## src/rtl/vending_pkg.sv

```systemverilog
// Shared types and coin decoding for the vending controllers.
// Coin codes map to 5-unit credit steps; 25 can be disabled per instance.
package vending_pkg;

    typedef enum logic [1:0] {
        IDLE   = 2'd0,
        ACCUM  = 2'd1,
        CHANGE = 2'd2
    } state_t;

    localparam logic [1:0] COIN_NONE = 2'b00;
    localparam logic [1:0] COIN_5    = 2'b01;
    localparam logic [1:0] COIN_10   = 2'b10;
    localparam logic [1:0] COIN_25   = 2'b11;

    function automatic logic [2:0] coin_units(input logic [1:0] code, input logic en25);
        logic [2:0] units;
        case (code)
            COIN_5:  units = 3'd1;
            COIN_10: units = 3'd2;
            COIN_25: units = en25 ? 3'd5 : 3'd0;
            default: units = 3'd0;
        endcase
        return units;
    endfunction

endpackage

```

## src/rtl/vending_mealy_param.sv

```systemverilog
// Parametrised coin vending FSM: Mealy dispense, change paid as contiguous chg5 pulses.
// Zero-latency vend/first change pulse; coins are rejected (not stalled) while paying out.
module vending_mealy_param
    import vending_pkg::*;
#(
    parameter int unsigned PRICE_UNITS = 4,
    parameter bit          COIN25_EN   = 1'b1,
    localparam int unsigned CW         = $clog2(PRICE_UNITS + 5) + 1
) (
    input  logic          clk,
    input  logic          rst,
    input  logic [1:0]    coin,
    input  logic          cancel,
    output logic          dispense,
    output logic          chg5,
    output logic          coin_reject,
    output logic          busy,
    output logic [CW-1:0] credit
);

    localparam logic [CW-1:0] PRICE_C = CW'(PRICE_UNITS);
    localparam logic [CW-1:0] ONE_C   = CW'(1);

    state_t        state_q, state_d;
    logic [CW-1:0] credit_q, credit_d;
    logic [CW-1:0] chg_q, chg_d;

    logic [CW-1:0] coin_v;
    logic [CW-1:0] sum;
    logic [CW-1:0] change;
    logic          coin_present;
    logic          dispense_c, chg5_c, reject_c;

    assign coin_v       = CW'(coin_units(coin, COIN25_EN));
    assign sum          = credit_q + coin_v;
    assign change       = sum - PRICE_C;
    assign coin_present = (coin != COIN_NONE);

    always_comb begin
        state_d    = state_q;
        credit_d   = credit_q;
        chg_d      = chg_q;
        dispense_c = 1'b0;
        chg5_c     = 1'b0;
        reject_c   = 1'b0;

        case (state_q)
            IDLE, ACCUM: begin
                if (cancel) begin
                    // Cancel wins over any coin presented in the same cycle.
                    reject_c = coin_present;
                    if (credit_q != '0) begin
                        chg5_c   = 1'b1;
                        chg_d    = credit_q - ONE_C;
                        credit_d = '0;
                        state_d  = (credit_q > ONE_C) ? CHANGE : IDLE;
                    end
                end else if (coin_present && coin_v == '0) begin
                    reject_c = 1'b1;
                end else if (coin_v != '0) begin
                    if (sum < PRICE_C) begin
                        credit_d = sum;
                        state_d  = ACCUM;
                    end else begin
                        dispense_c = 1'b1;
                        credit_d   = '0;
                        state_d    = IDLE;
                        if (change != '0) begin
                            chg5_c = 1'b1;
                            chg_d  = change - ONE_C;
                            if (change > ONE_C) begin
                                state_d = CHANGE;
                            end
                        end
                    end
                end
            end
            CHANGE: begin
                chg5_c   = 1'b1;
                reject_c = coin_present;
                chg_d    = chg_q - ONE_C;
                if (chg_q == ONE_C) begin
                    state_d = IDLE;
                end
            end
            default: begin
                state_d  = IDLE;
                credit_d = '0;
                chg_d    = '0;
            end
        endcase
    end

    always_ff @(posedge clk or negedge rst) begin
        if (!rst) begin
            state_q  <= IDLE;
            credit_q <= '0;
            chg_q    <= '0;
        end else begin
            state_q  <= state_d;
            credit_q <= credit_d;
            chg_q    <= chg_d;
        end
    end

    // Mealy outputs are gated so they drop the instant reset asserts.
    assign dispense    = dispense_c & rst;
    assign chg5        = chg5_c & rst;
    assign coin_reject = reject_c & rst;
    assign busy        = (state_q == CHANGE);
    assign credit      = credit_q;

endmodule

```

## config.mk

```make
export PLATFORM = sky130hd
export DESIGN_NAME = vending_mealy_param
export DESIGN_NICKNAME = d
export VERILOG_FILES = /design/src/rtl/vending_pkg.sv /design/src/rtl/vending_mealy_param.sv
export SDC_FILE = /design/constraint.sdc
export NUM_CORES = 1
export LEC_CHECK = 0
export ABC_AREA = 0
export CAP_MARGIN = 0
export CORE_MARGIN = 2
export CORE_UTILIZATION = 60
export DETAILED_ROUTE_END_ITERATION = 10
export GPL_TIMING_DRIVEN = 0
export HOLD_SLACK_MARGIN = 0.12
export PLACE_DENSITY = 0.81
export REMOVE_ABC_BUFFERS = 1
export SYNTH_ARGS = -nofsm -noshare
export SYNTH_HDL_FRONTEND = slang
export SYNTH_SLANG_ARGS = --single-unit
export TNS_END_PERCENT = 30
```

## constraint.sdc

```tcl
create_clock -name clk -period 6.7 [get_ports clk]
set_input_delay 1.675 -clock clk [delete_from_list [all_inputs] [get_ports clk]]
set_output_delay 1.675 -clock clk [all_outputs]
set_load 0.05 [all_outputs]
```

# Word-level counts from Yosys, hierarchy flattened
# Index checks and enable logic that the tools add are counted.
[word_totals] out_inout_bits=9 reg_bits=12 elab_cells=77
[op_classes] eq_ne=12 n_mux=39 n_reduce_logical=11 addsub=5 n_bitwise=4 order_cmp=3
[ops] cell="5-bit 2-to-1 mux" count=11
[ops] cell="5-bit one-hot mux with 2 select lines" count=2
[ops] cell="2-bit 2-to-1 mux" count=9
[ops] cell="3-bit inequality test (second input constant)" count=5
[ops] cell="5-bit nonzero test" count=3
[ops] cell="5-bit by 1-bit subtractor with 5-bit output (second input constant)" count=3
[ops] cell="1-bit 2-to-1 mux" count=13
[ops] cell="5-bit by 1-bit greater-than comparator with 1-bit output (second input constant)" count=2
[ops] cell="3-bit one-hot mux with 3 select lines" count=1
[ops] cell="4-bit AND reduction" count=2
[ops] cell="2-bit == test (second input constant)" count=3
[ops] cell="5-bit by 3-bit adder with 5-bit output" count=1
[ops] cell="5-bit by 1-bit == test with 1-bit output (second input constant)" count=1
[ops] cell="5-bit logical NOT" count=1
[ops] cell="5-bit by 3-bit less-than comparator with 1-bit output (second input constant)" count=1
[ops] cell="5-bit AND reduction" count=1
[ops] cell="5-bit by 3-bit subtractor with 5-bit output (second input constant)" count=1
[ops] cell="2-bit by 1-bit == test with 1-bit output (second input constant)" count=2
[ops] cell="1-bit one-hot mux with 2 select lines" count=2
[ops] cell="2-bit one-hot mux with 2 select lines" count=1
[ops] cell="1-bit AND" count=3
[ops] cell="2-bit logical NOT" count=1
[ops] cell="2-bit by 1-bit inequality test with 1-bit output (second input constant)" count=1
[ops] cell="2-bit nonzero test" count=1
[ops] cell="other kinds (3)" count=3

# Depth between registers and ports, before layout
# Gate-level depths: netlist of run 1.
[logic_depth] ltp_word=12 ltp_mapped=14 depth_no_buf=14

# Worst setup path before layout of run 1
# No wires, ideal clock.
[synth_timing] path_type="input-to-output" from="input coin[0]" to="output dispense" slack_ps=551 cell_stages=7 arrival_time_ps=4474 t_required_ps=5025 cell_sequence="nand2b_1 > fa_1 > xor2_2 > and2_1 > mux2i_1 > nor2_1 > nor4_1"
[synth_via] elab_chain_cells=10 elab_cells_between_ends=16
[synth_rtl] item="start, declared" line_no="vending_mealy_param.sv:12" text="input logic [1:0] coin,"
[synth_rtl] item="2-bit == test or 2-bit by 1-bit == test with 1-bit output (tied branches)" line_no="vending_pkg.sv:18" text="case (code)"
[synth_rtl] item="3-bit one-hot mux with 3 select lines" line_no="vending_pkg.sv:18"
[synth_rtl] item="5-bit by 3-bit adder with 5-bit output" line_no="vending_mealy_param.sv:35" text="assign sum = credit_q + coin_v;"
[synth_rtl] item="5-bit by 3-bit less-than comparator with 1-bit output" line_no="vending_mealy_param.sv:61" text="if (sum < PRICE_C) begin"
[synth_rtl] item="1-bit 2-to-1 mux" line_no="vending_mealy_param.sv:61"
[synth_rtl] item="1-bit 2-to-1 mux" line_no="vending_mealy_param.sv:60" text="end else if (coin_v != '0) begin"
[synth_rtl] item="1-bit 2-to-1 mux *" line_no="vending_mealy_param.sv:58" text="end else if (coin_present && coin_v == '0) begin"
[synth_rtl] item="1-bit 2-to-1 mux *" line_no="vending_mealy_param.sv:49" text="if (cancel) begin"
[synth_rtl] item="1-bit 2-to-1 mux *" line_no="vending_mealy_param.sv:47" text="case (state_q)"
[synth_rtl] item="1-bit AND *" line_no="vending_mealy_param.sv:107" text="assign dispense = dispense_c & rst;"
[synth_rtl] item="end, declared" line_no="vending_mealy_param.sv:14" text="output logic dispense,"
# Mark *: on every way between the ends. The rest lies on a longest branch, timed or not.

# Worst setup path after layout of run 1
[layout_timing] from="input coin[0]" to="output chg5"
[layout_via] elab_chain_cells=12 elab_cells_between_ends=19
[layout_rtl] item="2-bit == test or 2-bit by 1-bit == test with 1-bit output (tied branches)" line_no="vending_pkg.sv:18"
[layout_rtl] item="3-bit one-hot mux with 3 select lines" line_no="vending_pkg.sv:18"
[layout_rtl] item="5-bit by 3-bit adder with 5-bit output" line_no="vending_mealy_param.sv:35"
[layout_rtl] item="5-bit by 3-bit subtractor with 5-bit output" line_no="vending_mealy_param.sv:36" text="assign change = sum - PRICE_C;"
[layout_rtl] item="5-bit nonzero test" line_no="vending_mealy_param.sv:68" text="if (change != '0) begin"
[layout_rtl] item="1-bit 2-to-1 mux" line_no="vending_mealy_param.sv:68"
[layout_rtl] item="1-bit 2-to-1 mux" line_no="vending_mealy_param.sv:61"
[layout_rtl] item="1-bit 2-to-1 mux" line_no="vending_mealy_param.sv:60"
[layout_rtl] item="1-bit 2-to-1 mux *" line_no="vending_mealy_param.sv:58"
[layout_rtl] item="1-bit 2-to-1 mux *" line_no="vending_mealy_param.sv:49"
[layout_rtl] item="1-bit one-hot mux with 2 select lines *" line_no="vending_mealy_param.sv:47"
[layout_rtl] item="1-bit AND *" line_no="vending_mealy_param.sv:108" text="assign chg5 = chg5_c & rst;"
[layout_rtl] item="end, declared" line_no="vending_mealy_param.sv:15" text="output logic chg5,"
# Marked as above.

==> results.md, run 1 <==
- Dpl hpwl: 2291 µm
- Clk pin slew, worst setup/hold paths: 0.07 ns
- Max-Cap Viols: 0
- Max Root-Sink Buffers: 2
- DR pass1 iterations: 4
- PortBufs: 13
- Layout area overhead: 12.89%
- Post-route ant nets: 0
- Starting Density: 0.6384
- Fin crit share: 0.9663
- Setup crit start kind: input port
- Root buffer cell: clkbuf_4
- WP data required: 5.03 ns
- Hold wc startpoint: state_q[0]
- Mapped Area: 1252 µm²
- Worst R2R Path Depth: 12
- Depth of the worst hold-timing path: 2
- # fillers: 174
- Area after DPL: 1380 µm²
- Final Setup Violations: 0
- Row cnt: 16
- Slew headroom: 0.5916
- Yosys top cell by area: dfrtp_1
- Tightest hold margin: 0.6001 ns
- Critical path capture point type: primary output
- CTS tree: yes
- Core Region: 1962 µm²
- Gr usage total: 0.2590
- Worst vdd ir: 186.0 µV
- Sequential share of the synthesized area: 0.2398
- Post-Synth Simple-Gate Area: 0.2458
- Synth top cells by count: dfrtp_1 (12), ha_1 (11), inv_1 (11), nand2_1 (11), nor2_1 (11)
- Slew Limit Fails: 0
- Iteration-0 DRC Markers: 40
- H-tree depth: 1
- Finished Cell Area: 1414 µm²
- Count leader, synth: dfrtp_1
- Post-synthesis xor/xnor area fraction: 0.06893
- Overflow after GRT: 0
- Die W: 49.69 µm
- First-pass GRT wire length: 4919 µm
- Reg area: 300.3 µm²
- Initial antenna violation count: 0
- Main flop type after synthesis: dfrtp_1
- Num CTS Buffers: 3
- Worst Path Arrival: 4.80 ns
- DRC viols: 0
- Min-delay worst type: flop to flop
- Largest net degree at the start of global routing: 19
- Critical path peak fanout: 5
- PwrDens: 363.0 nW/µm²
- Hold Violations, Final: 0
- Vias in the first global route: 1043
- Later-pin clock latency in the skew report: 0.27 ns
- Largest cells by area after synthesis: dfrtp_1 (24%), ha_1 (11%), o21ai_0 (3.6%), xnor2_1 (3.5%), inv_1 (3.3%)
- Unique masters post-synth: 49
- Share of the synthesized area in the top cell type: 0.2398
- Hold endpoint: state_q[0]
- Wirelength per Cell: 15.54 µm
- Number of flops mapped to enable cells by yosys: 0
- RR Endpoint: chg_q[1]
- Synth Register Bits: 12
- Measured slew at the worst slew-check pin: 0.6107 ns
- Cell count after synthesis: 149
- Clk sink count: 12
- Multi-input gate area: 882.1 µm²
- Max Freq: 154.5 MHz
- Hold-fix buffers, CTS: 0
- Worst Skew: 0.0008272 ns
- Synthesis warning total: 0
- Run status: completed
- Final nets: 177
- Detailed-route vias per instance: 6.119
- Post-synthesis mux area share: 0.03696
- Fin crit period: 6.474 ns
- Ant. Diodes: 0
- Routability cong.: 0.8412
- Post-Syn Area per Cell: 8.406 µm²
- Main combinational cell family by area after synthesis: simple AND/OR/NAND/NOR gates
- Die Ht: 49.69 µm
- Leakage: 0.6396 nW
- Compound-cell area share of the yosys netlist: 0.2098
- Post-Synth Adder-Cell Area: 0.1339
- Async set-reset flop share out of synthesis: 1.000
- Die area: 2469 µm²
- Flop-to-flop setup slack: 3.77 ns
- I/O pin total: 14
- Vias: 1132
- Layout cells sized above 1: 0.1013
- R2R Path Start: credit[0]
- Routed WL: 2874 µm
- Critical path type: input port to primary output
[through the flow]
step,utilization,instances,total power [W],setup TNS (ns),setup WS (ns)
after floorplan,-,142,0.0003808,0,0.4874
after global placement,0.7034,182,0.0004533,-0.3295,-0.3295
after detailed placement,0.7034,182,0.0004687,-0.4469,-0.4469
after CTS,0.7175,185,0.0005134,0,0.08239
after global routing,0.7207,185,0.0005584,-0.003665,-0.003665
final,0.7207,185,0.0005132,0,0.2257
[routing by layer]
| layer | track usage | up-vias | share of wire |
|---|---|---|---|
| met5 | 0 | - | 0 |
| met4 | 0.07870 | 0 | 0.012 |
| met3 | 0.02121 | 4 | 0.024 |
| met2 | 0.4400 | 23 | 0.50 |
| met1 | 0.3479 | 559 | 0.46 |
| li1 | - | 546 | - |
[where the power goes]
| group | switching [W] | internal [W] | total [W] |
|---|---|---|---|
| Combinational | 0.000192 | 0.000139 | 0.000331 |
| Clock | 0.0000236 | 0.0000208 | 0.0000444 |
| Sequential | 0.0000402 | 0.0000973 | 0.000137 |
| Total | 0.000256 | 0.000257 | 0.000513 |
[sequential cells by signal (all words and copies together), names as in the netlist]
signal,cells
state_q,2
chg_q,5
credit,5
[worst max-delay path: stages]
cell             delay, ns
clkdlybuf4s50_1       0.53
nand2b_1              0.18
inv_1                 0.06
ha_1                  0.27
a21o_1                0.21
a21oi_4               0.22
xnor2_1               0.19
inv_1                 0.07
ha_1                  0.24
nand2_1               0.10
and2_1                0.21
nand2_1               0.10
a21o_1                0.24
a21oi_1               0.14
o21a_1                0.12
clkbuf_4              0.22
[worst max path at each step]
| stage | startpoint | end | slack [ns] | cells after the start |
|---|---|---|---|---|
| floorplan | coin[0] | dispense | 0.49 | 7 |
| global placement | coin[0] | chg5 | -0.33 | 16 |
| detailed placement | coin[0] | chg5 | -0.45 | 16 |
| CTS | coin[0] | chg5 | 0.08 | 16 |
| global route | coin[0] | chg5 | -0.004 | 16 |
| finish | coin[0] | chg5 | 0.23 | 16 |
[cells in the final DEF, fill, tap and decap left out, types with 2 or more instances in the layout]
cell type / count
nand2b_1: 5
nor2_1: 11
nor3b_1: 2
clkdlybuf4s50_1: 11
mux2i_1: 2
and2_1: 6
ha_1: 11
clkbuf_4: 4
a21o_1: 2
xnor2_1: 5
nor3_1: 5
o211ai_1: 2
xor2_1: 3
dfrtp_1: 12
a21oi_1: 7
inv_1: 11
nand2_1: 11
a21oi_2: 2
a211oi_1: 2
o21a_1: 3
o21ai_0: 9
nor4_1: 4
[cell type report]
cell class	count	area share
flip-flops and latches	12	0.2124
inverters	12	0.03186
clock buffers	3	0.01593
well taps	27	0.02389
repair buffers	13	0.09204
multi-input cells	118	0.6239
[kinds of logic (layout without fill, tap and decap cells)]
family,after synthesis,after routing
AO/OA/AOI/OAI,38,38
AND/OR/NAND/NOR,54,54
buffers and inverters,19,28
flip-flops,12,12
multiplexers,4,4
adder cells (fa/ha/maj),13,13
XOR/XNOR,9,9
[what timing repair did]
item / 4_1_cts / 5_1_grt
cloned: 0 / 0
endpoints found under the setup margin: 1 / 2
setup buffers: 0 / 0
resized for setup: 4 / 5
Note: power is estimated with default switching activity, not from simulation.
==> run 2: changes to the inputs <==
--- a/config.mk
+++ b/config.mk
@@ -6,7 +6,7 @@
 export NUM_CORES = 1
 export LEC_CHECK = 0
 export ABC_AREA = 0
-export CAP_MARGIN = 0
+export CAP_MARGIN = 20
 export CORE_MARGIN = 2
 export CORE_UTILIZATION = 60
 export DETAILED_ROUTE_END_ITERATION = 10
==> results of run 2 <==
No change in the layout: final DEF, timing and power equal those of run 1.
==> run 3: changes to the inputs <==
--- a/config.mk
+++ b/config.mk
@@ -7,6 +7,7 @@
 export LEC_CHECK = 0
 export ABC_AREA = 0
 export CAP_MARGIN = 20
+export CORE_ASPECT_RATIO = 1.5
 export CORE_MARGIN = 2
 export CORE_UTILIZATION = 60
 export DETAILED_ROUTE_END_ITERATION = 10
==> results.md, run 3 (synthesized netlist as in run 1, its figures left out) <==
- Area after DPL: 1374 µm² (-0.45%)
- Clk pwr share: 0.089 (+0.003)
- Worst Path Arrival: 4.79 ns (about the same)
- Post-CTS Setup Inserts: 0 (unchanged)
- Die Ht: 59.96 µm (+21%)
- Final Setup Violations: 0 (unchanged)
- # fillers: 161 (-7.5%)
- Layout cells sized above 1: 0.1013 (unchanged)
- Reg power frac: 0.268 (about the same)
- Hold endpoint: state_q[0]
- Worst Skew: 0.005712 ns (+0.004885 ns)
- Sw power: 0.0002540 W (-0.73%)
- Routed WL: 2821 µm (-1.8%)
- Inst Count DP: 177 (-2.7%)
- First-pass GRT wire length: 4774 µm (-2.9%)
- R2R Path Start: credit[0]
- Worst vdd ir: 184.8 µV (-0.65%)
- Post-layout total power: 0.0005101 W (-0.62%)
- Clk pin slew, worst setup/hold paths: 0.07 ns (about the same)
- Fin crit period: 6.463 ns (-0.01161 ns)
- Later-pin clock latency in the skew report: 0.28 ns (about the same)
- RSZ-0062 raised after global routing: false
- Min-delay worst type: flop to flop
- Comb power frac: 0.643 (-0.003)
- Hold Violations, Final: 0 (unchanged)
- Run status: completed
- Max Root-Sink Buffers: 2 (unchanged)
- Leading cell type in the layout, fill and taps excluded: dfrtp_1
- DRC viols: 0 (unchanged)
- H-tree depth: 1 (unchanged)
- Leakage: 0.6380 nW (-0.25%)
- Largest net degree at the start of global routing: 19 (unchanged)
- Routability cong.: 0.8758 (+4.1%)
- Num CTS Buffers: 3 (unchanged)
- Final nets: 177 (unchanged)
- Wirelength per Cell: 15.67 µm (+0.88%)
- CP Cell Sequence: clkdlybuf4s50_1 > nand2b_1 > inv_1 > ha_1 > a21o_1 > a21oi_2 > xnor2_1 > inv_1 > ha_1 > nand2_1 > and2_1 > nand2_1 > a21o_1 > a21oi_1 > o21a_1 > buf_2
- Critical path type: input port to primary output
- Post-route ant nets: 0 (unchanged)
- Slew Limit Fails: 0 (unchanged)
- WP data required: 5.03 ns (about the same)
- Setup crit start kind: input port
- Max Freq: 154.7 MHz (+0.18%)
- Layout area overhead: 11.59%
- PortBufs: 13 (unchanged)
- Sw frac: 0.4980 (-0.0005868)
- PwrDens: 365.0 nW/µm² (+0.54%)
- CTS tree: yes
- Fin util: 0.6981 (-0.02254)
- Gr usage total: 0.2813 (+0.02237)
- Setup TNS Final: 0 ns (unchanged)
- Starting Density: 0.6256 (-0.01277)
- Hold-fix buffers, CTS: 0 (unchanged)
- Ant. Diodes: 0 (unchanged)
- Dpl hpwl: 2218 µm (-3.2%)
- DR pass1 iterations: 7 (+3)
- Flop-to-flop setup slack: 3.79 ns (+0.02 ns)
- Initial antenna violation count: 0 (unchanged)
- Core Region: 2002 µm² (+2.0%)
- Measured slew at the worst slew-check pin: 0.6065 ns (-0.004258 ns)
- CP max-delay cell: clkdlybuf4s50_1
- Row cnt: 20 (+4)
- Cts repair resizes: 3 (-1)
- Die W: 41.31 µm (-17%)
- Fin crit share: 0.9646 (-0.001733)
- Die area: 2476 µm² (+0.30%)
- Final cell count without fillers: 180 (-2.7%)
- Vias: 1136 (+0.35%)
- Vias in the first global route: 1101 (+5.6%)
- Finished Cell Area: 1398 µm² (-1.2%)
- I/O pin total: 14 (unchanged)
- Critical path capture point type: primary output
- Overflow after GRT: 0 (unchanged)
- Detailed-route vias per instance: 6.311 (+3.1%)
- Critical path peak fanout: 5 (unchanged)
- Max-Cap Viols: 0 (unchanged)
- Clk sink count: 12 (unchanged)
- RR Endpoint: chg_q[1]
- Depth of the worst hold-timing path: 2 (unchanged)
- Slew headroom: 0.5944 (+0.002848)
- Iteration-0 DRC Markers: 28 (-30%)
- Pint: 0.0002560 W (-0.50%)
- Root buffer cell: clkbuf_4
- Worst R2R Path Depth: 12 (unchanged)
- Worst path max stage delay: 0.51 ns (-0.02 ns)
- Hold wc startpoint: state_q[0]
## run 3: changes by cell type in the layout (fill, tap and decap cells not counted)
cell	before	now
a21oi_2	2	3
a21oi_4	1	0
buf_2	0	1
clkbuf_4	4	3
## run 3: worst max-delay path by stage
stage                 start       end  slack (ns)  cells past startpoint
finish              coin[0]      chg5        0.24                     16
detailed placement  coin[0]      chg5       -0.38                     16
CTS                 coin[0]      chg5        0.02                     16
floorplan           coin[0]  dispense        0.49                      7
global placement    coin[0]      chg5       -0.31                     16
global route        coin[0]      chg5       0.007                     16
## run 3: worst max-delay path, delay by kind of cell
family | cells | cell delay [ns]
XOR/XNOR | 1 | 0.21
buffers and inverters | 4 | 0.90
AND/OR/NAND/NOR | 4 | 0.56
adder cells (fa/ha/maj) | 2 | 0.51
AO/OA/AOI/OAI | 5 | 0.93
## run 3: routing by layer
metal	vias up	wire length [µm]	part of all wire	track usage
met5	-	0	0	0
met4	0	99	0.035	0.1382
met3	12	124	0.044	0.05576
met2	33	1588	0.56	0.4933
met1	546	1008	0.36	0.2974
li1	545	-	-	-
## run 3: layout make-up
type                    instances  area (µm²)  area share
inverters                      12       45.04     0.03223
clock buffers                   3       22.52     0.01611
well taps                      22       27.53     0.01970
multi-input cells             118       874.6      0.6258
repair buffers                 13       127.6     0.09132
flip-flops and latches         12       300.3      0.2149
## run 3: through the flow
stage,hold WS (ns),setup WS [ns]
floorplan,0.5125,0.4874
global placement,0.5383,-0.3122
detailed placement,0.5475,-0.3789
CTS,0.5652,0.02469
global route,0.6091,0.007202
finish,0.5658,0.2373
## run 3: power groups by stage
stage / clock (W) / sequential [W] / combinational [W]
finish: 0.0000454 / 0.000137 / 0.000328
detailed placement: 0 / 0.000138 / 0.000327
floorplan: 0 / 0.000142 / 0.000239
global placement: 0 / 0.000136 / 0.000316
CTS: 0.0000460 / 0.000136 / 0.000329
global route: 0.0000489 / 0.000143 / 0.000364
